===== src/rtl/regfile_wb_arbiter.sv =====
// regfile_wb_arbiter
//   Owns the single write port of the 32x32 register file. Each cycle it picks
//   the WB-stage ALU/load result if one is present, otherwise drains one
//   buffered multiplier result from a small in-order FIFO. A busy scoreboard
//   marks registers that still have a multiply outstanding.
//
//   Optional build macro: WB_BYPASS_EN -- a multiplier result arriving while
//   the FIFO is empty and no ALU result is present is written straight through
//   (latency 1) instead of being buffered.
//
// Ports:
//   clk, rst                    clock (rising edge), async active-high reset
//   Alu_Valid/Alu_Reg/Alu_Data  WB-stage result, always accepted
//   Issue_Valid/Issue_Reg       multiply issue, marks destination busy
//   Mul_Valid/Mul_Reg/Mul_Data  multiplier result, enqueued when Mul_Ready
//   Mul_Ready                   FIFO has room (combinational from count)
//   RegWrite/Write_Reg/Write_Data  registered register-file write port
//   Busy                        per-register pending-multiply bits
//   Fifo_Count                  occupied FIFO entries
//   Waw_Err                     sticky: ALU wrote a register marked busy
module regfile_wb_arbiter #(
  parameter int DEPTH  = 4,
  parameter int DATA_W = 32
) (
  input  logic                     clk,
  input  logic                     rst,
  input  logic                     Alu_Valid,
  input  logic [4:0]               Alu_Reg,
  input  logic [DATA_W-1:0]        Alu_Data,
  input  logic                     Issue_Valid,
  input  logic [4:0]               Issue_Reg,
  input  logic                     Mul_Valid,
  input  logic [4:0]               Mul_Reg,
  input  logic [DATA_W-1:0]        Mul_Data,
  output logic                     Mul_Ready,
  output logic                     RegWrite,
  output logic [4:0]               Write_Reg,
  output logic [DATA_W-1:0]        Write_Data,
  output logic [31:0]              Busy,
  output logic [$clog2(DEPTH):0]   Fifo_Count,
  output logic                     Waw_Err
);

  localparam int PTR_W = $clog2(DEPTH);
  localparam logic [PTR_W:0] FULL_CNT = (PTR_W + 1)'(DEPTH);

  logic [4:0]        mem_reg  [DEPTH];
  logic [DATA_W-1:0] mem_data [DEPTH];
  logic [PTR_W-1:0]  rd_ptr, wr_ptr;

  logic              enq, fifo_empty, pop, bypass, push;
  logic              mul_wr_en;
  logic [4:0]        mul_wr_reg;
  logic [DATA_W-1:0] mul_wr_data;
  logic [31:0]       busy_next;
  logic [PTR_W:0]    cnt_next;

  // Credit depends on the registered count only; a pop in the same cycle
  // does not open a slot until the next cycle.
  assign Mul_Ready = (Fifo_Count < FULL_CNT);

  always_comb begin
    enq        = Mul_Valid && Mul_Ready;
    fifo_empty = (Fifo_Count == '0);
    pop        = !Alu_Valid && !fifo_empty;
`ifdef WB_BYPASS_EN
    bypass     = enq && fifo_empty && !Alu_Valid;
`else
    bypass     = 1'b0;
`endif
    push        = enq && !bypass;
    mul_wr_en   = pop || bypass;
    mul_wr_reg  = pop ? mem_reg[rd_ptr]  : Mul_Reg;
    mul_wr_data = pop ? mem_data[rd_ptr] : Mul_Data;

    // Clear first, then set, so a same-cycle issue to the same register wins.
    busy_next = Busy;
    if (mul_wr_en && (mul_wr_reg != '0))
      busy_next[mul_wr_reg] = 1'b0;
    if (Issue_Valid && (Issue_Reg != '0))
      busy_next[Issue_Reg] = 1'b1;

    cnt_next = Fifo_Count;
    if (push && !pop)
      cnt_next = Fifo_Count + 1'b1;
    else if (!push && pop)
      cnt_next = Fifo_Count - 1'b1;
  end

  // Storage is not reset: occupancy is tracked solely by the pointers/count.
  always_ff @(posedge clk) begin
    if (push) begin
      mem_reg[wr_ptr]  <= Mul_Reg;
      mem_data[wr_ptr] <= Mul_Data;
    end
  end

  always_ff @(posedge clk or posedge rst) begin
    if (rst) begin
      rd_ptr     <= '0;
      wr_ptr     <= '0;
      Fifo_Count <= '0;
      Busy       <= '0;
      Waw_Err    <= 1'b0;
      RegWrite   <= 1'b0;
      Write_Reg  <= '0;
      Write_Data <= '0;
    end else begin
      Fifo_Count <= cnt_next;
      Busy       <= busy_next;
      if (push)
        wr_ptr <= wr_ptr + 1'b1;
      if (pop)
        rd_ptr <= rd_ptr + 1'b1;

      if (Alu_Valid && (Alu_Reg != '0) && Busy[Alu_Reg])
        Waw_Err <= 1'b1;

      // Writes to r0 are consumed but never reach the register file; the
      // address/data outputs keep their last real write.
      if (Alu_Valid) begin
        RegWrite <= (Alu_Reg != '0);
        if (Alu_Reg != '0) begin
          Write_Reg  <= Alu_Reg;
          Write_Data <= Alu_Data;
        end
      end else if (mul_wr_en) begin
        RegWrite <= (mul_wr_reg != '0);
        if (mul_wr_reg != '0) begin
          Write_Reg  <= mul_wr_reg;
          Write_Data <= mul_wr_data;
        end
      end else begin
        RegWrite <= 1'b0;
      end
    end
  end

endmodule


===== config.mk =====
export PLATFORM = sky130hd
export DESIGN_NAME = regfile_wb_arbiter
export DESIGN_NICKNAME = d
export VERILOG_FILES = /design/src/rtl/regfile_wb_arbiter.sv
export SDC_FILE = /design/constraint.sdc
export NUM_CORES = 1
export LEC_CHECK = 0
export BUFFER_PORTS_ARGS = -buffer_cell sky130_fd_sc_hd__buf_2
export CAP_MARGIN = 25
export CORE_MARGIN = 3
export CORE_UTILIZATION = 30
export DETAILED_ROUTE_END_ITERATION = 10
export PLACE_DENSITY = 0.54
export RECOVER_POWER = 25
export SETUP_SLACK_MARGIN = 0.2
export SLEW_MARGIN = 0
export SYNTH_ARGS = -nofsm -noshare
export SYNTH_HDL_FRONTEND = slang
export SYNTH_SLANG_ARGS = --single-unit

===== constraint.sdc =====
create_clock -name clk -period 2.3 [get_ports clk]
set_input_delay 0.23 -clock clk [delete_from_list [all_inputs] [get_ports clk]]
set_output_delay 0.23 -clock clk [all_outputs]
set_load 0.05 [all_outputs]

==> metrics.yaml <==
worst-path-buf-inv: 2
nNetsFinal: 854
finalCriticalPeriod_ps: 2280
root_buffer: "clkbuf_16"
clk_pin_slew_ps: 60
relSlewSlack: 0.650
reg2reg_from: "rd_ptr[0]"
drc: 0
rr_worst_depth: 6
cts_tree: "done"
final_util: 0.404
firstDrtPassIters: 4
vias: 5479
n_antenna_cell: 0
synthArstFlopShare: 0.345
avgRoutedWirePerCell_um: 18.7
hold_viol: 0
clkLatencyLatePin_ps: 520
cts.sinks: 226
fmax_mhz: 439
grt_max_degree: 79
finalMaxSlewViolations: 0
die_y_um: 182
cp_max_fo: 19
power_uw: 16900
drive_gt1_frac: 0.416
yosys.area.top_type: "edfxtp_1"
synthesis.area_sq_um: 9280
largest_reg_flops: 128
via_per_inst: 4.67
rsz0062_at_grt: "yes"
yosysMostFrequentCell: "edfxtp_1"
p_leak_uw: 0.00458
p_switching_uw: 6480
dp_cells: 1076
critPathTopFamily: "multiplexers"
synth_seq_cells: 226
maxCapViolCount: 0
cp-end-kind: "register"
totalWireLength_um: 22000
die-area_sq_um: 33100
reg.largest.list: "mem_data: 128 flops, Busy: 32 flops, Write_Data: 32 flops"
synth-seq-area-share: 0.690
dr.first_iter.drc_count: 358
grt_pass1_wl_um: 34600
postRouteAntennaNets: 0
skew_ps: 17.2
power.density_nw_per_um2: 1400
die_w_um: 182
max_stage_delay_ps: 510
ys_warn_count: 0
worst_pin_slew_ps: 524
clkPwrFrac: 0.243
worst-setup-path-type: "reg2reg"
hpwl_um: 14700
portBuffers: 158
hp-class: "in2reg"
setup_viol: 0
antenna_found_initial: 0
synth_top_area_frac: 0.479
worst_setup_path_start_kind: "register"
synth_area_leaders: "edfxtp_1 (48%), dfrtp_1 (21%), mux4_2 (10%)"
hold-path-cell-count: 2
synth_edf_count: 148
synth_top_cells_by_count: "edfxtp_1 (148), dfrtp_1 (78), o21ai_0 (59)"
syn2layout_area_growth_pct: 30.8
crit_arrival_ps: 2670
grt_util_all_layers: 0.131
internal_power_uw: 10400
synth_ff_type: "edfxtp_1"
startpoint: "rd_ptr[0]"
timing.rr.end: "Write_Data[1]"
syn-instance-count: 522
hold_end: "Busy[3]"
gr-total-overflow: 0
r2r_slack_ps: 20
outcome: "finished, final reports clean"
finalNonFillerCells: 1174
core-area_sq_um: 30000
critPathSlowestCell: "dfrtp_4"
start_util: 0.309
max-vdd-ir-drop_mv: 0.624
critical_path.cell_chain: "buf_4 > mux4_2 > a2111oi_4 > a32oi_4 > buf_12 > mux2_1"
top_register: "mem_data"
numCtsBuffers: 26
path_depth: 6
row_count: 63
min_period_over_period: 0.992
htree_levels: 1
grt_pass1_vias: 5886
syn_nets: 612
place_congestion: 0.769
num_io_pins: 159
syn_avg_cell_area_sq_um: 17.8
sw_frac_of_total: 0.383
clockBufferDepth: 3
synth_cell_types: 44
hold_start: "Issue_Reg[4]"
pwr-share-comb: 0.401
crit_required_ps: 2690
seqPwrFrac: 0.356
==> layout make-up <==
class,count,area (sq um)
Tap cell,390,488
Multi-Input combinational cell,259,2820
Fill cell,2776,17900
Inverter,13,52.6
Sequential cell,226,6400
Clock inverter,8,114
Timing Repair Buffer,238,1500
Clock buffer,40,754
==> worst reg2reg max path: cells and delay by family, from the launching register on <==
| kind | cells | cell delay (ps) |
|---|---|---|
| DFF | 1 | 510 |
| muxes | 2 | 800 |
| AOI/OAI and AO/OA | 2 | 480 |
| buffers and inverters | 2 | 360 |
==> metrics by stage <==
step / setup TNS, ps / cell area (sq um) / setup slack, ps / hold slack (ps)
2_1_floorplan: 0 / 9310 / 48.2 / 329
3_3_place_gp: 0 / 10700 / 32.2 / 395
3_5_place_dp: 0 / 10700 / 6.08 / 384
4_1_cts: 0 / 12100 / 0.707 / 11.0
5_1_grt: -890 / 12100 / -53.4 / 24.9
6_report: 0 / 12100 / 19.5 / 40.2
==> routing by layer <==
layer / up-vias / GRT usage / part of all wire
met1: 2758 / 0.184 / 0.45
met3: 21 / 0.0274 / 0.062
met5: - / 0 / 0
li1: 2529 / - / -
met2: 171 / 0.216 / 0.47
met4: 0 / 0.0201 / 0.0093
==> power by group through the flow <==
| stage | logic, uW | registers [uW] | clock network [uW] |
|---|---|---|---|
| 2_1_floorplan | 2610 | 8170 | 0 |
| 3_3_place_gp | 6510 | 6090 | 0 |
| 3_5_place_dp | 6550 | 6110 | 0 |
| 4_1_cts | 6690 | 6040 | 4240 |
| 5_1_grt | 7260 | 6160 | 4430 |
| 6_report | 6780 | 6030 | 4120 |
==> cell families (layout without fill, tap and decap cells) <==
logic type | after synthesis | count (layout) | synth area share
DFF | 226 | 226 | 0.690
muxes | 116 | 116 | 0.198
AOI/OAI and AO/OA | 80 | 80 | 0.0488
and+or+nand+nor | 51 | 51 | 0.0310
buffers and inverters | 37 | 299 | 0.0185
adders and majority gates | 6 | 6 | 0.00890
xor gates and xnor gates | 6 | 6 | 0.00566
==> worst max path at each step <==
| stage | to | slack, ps |
|---|---|---|
| 6_report | Write_Data[1] | 20 |
| 3_5_place_dp | Write_Data[8] | 6 |
| 2_1_floorplan | Write_Data[0] | 50 |
| 5_1_grt | Write_Data[12] | -50 |
| 3_3_place_gp | Write_Data[4] | 30 |
| 4_1_cts | Write_Data[1] | 0.7 |
==> layout by cell type, fill, tap and decap left out, types with 10 or more instances in the layout <==
| cell | n |
|---|---|
| mux2_2 | 33 |
| clkbuf_16 | 27 |
| dlygate4sd3_1 | 38 |
| mux2_1 | 16 |
| o21ai_1 | 15 |
| buf_2 | 126 |
| dfrtp_1 | 73 |
| clkbuf_1 | 42 |
| mux2_4 | 16 |
| nand2_1 | 10 |
| o21ai_0 | 48 |
| mux4_2 | 43 |
| edfxtp_1 | 148 |
| inv_1 | 10 |
| buf_4 | 37 |
==> repair_timing <==
action                                  in CTS  in global routing
endpoints found under the hold margin      226                  0
resized for setup                            4                 27
endpoints found under the setup margin      55                 64
setup buffers                                6                  6
pin swaps                                    1                  6
hold buffers                                38                  0
Note: power is estimated with default switching activity, not from simulation.
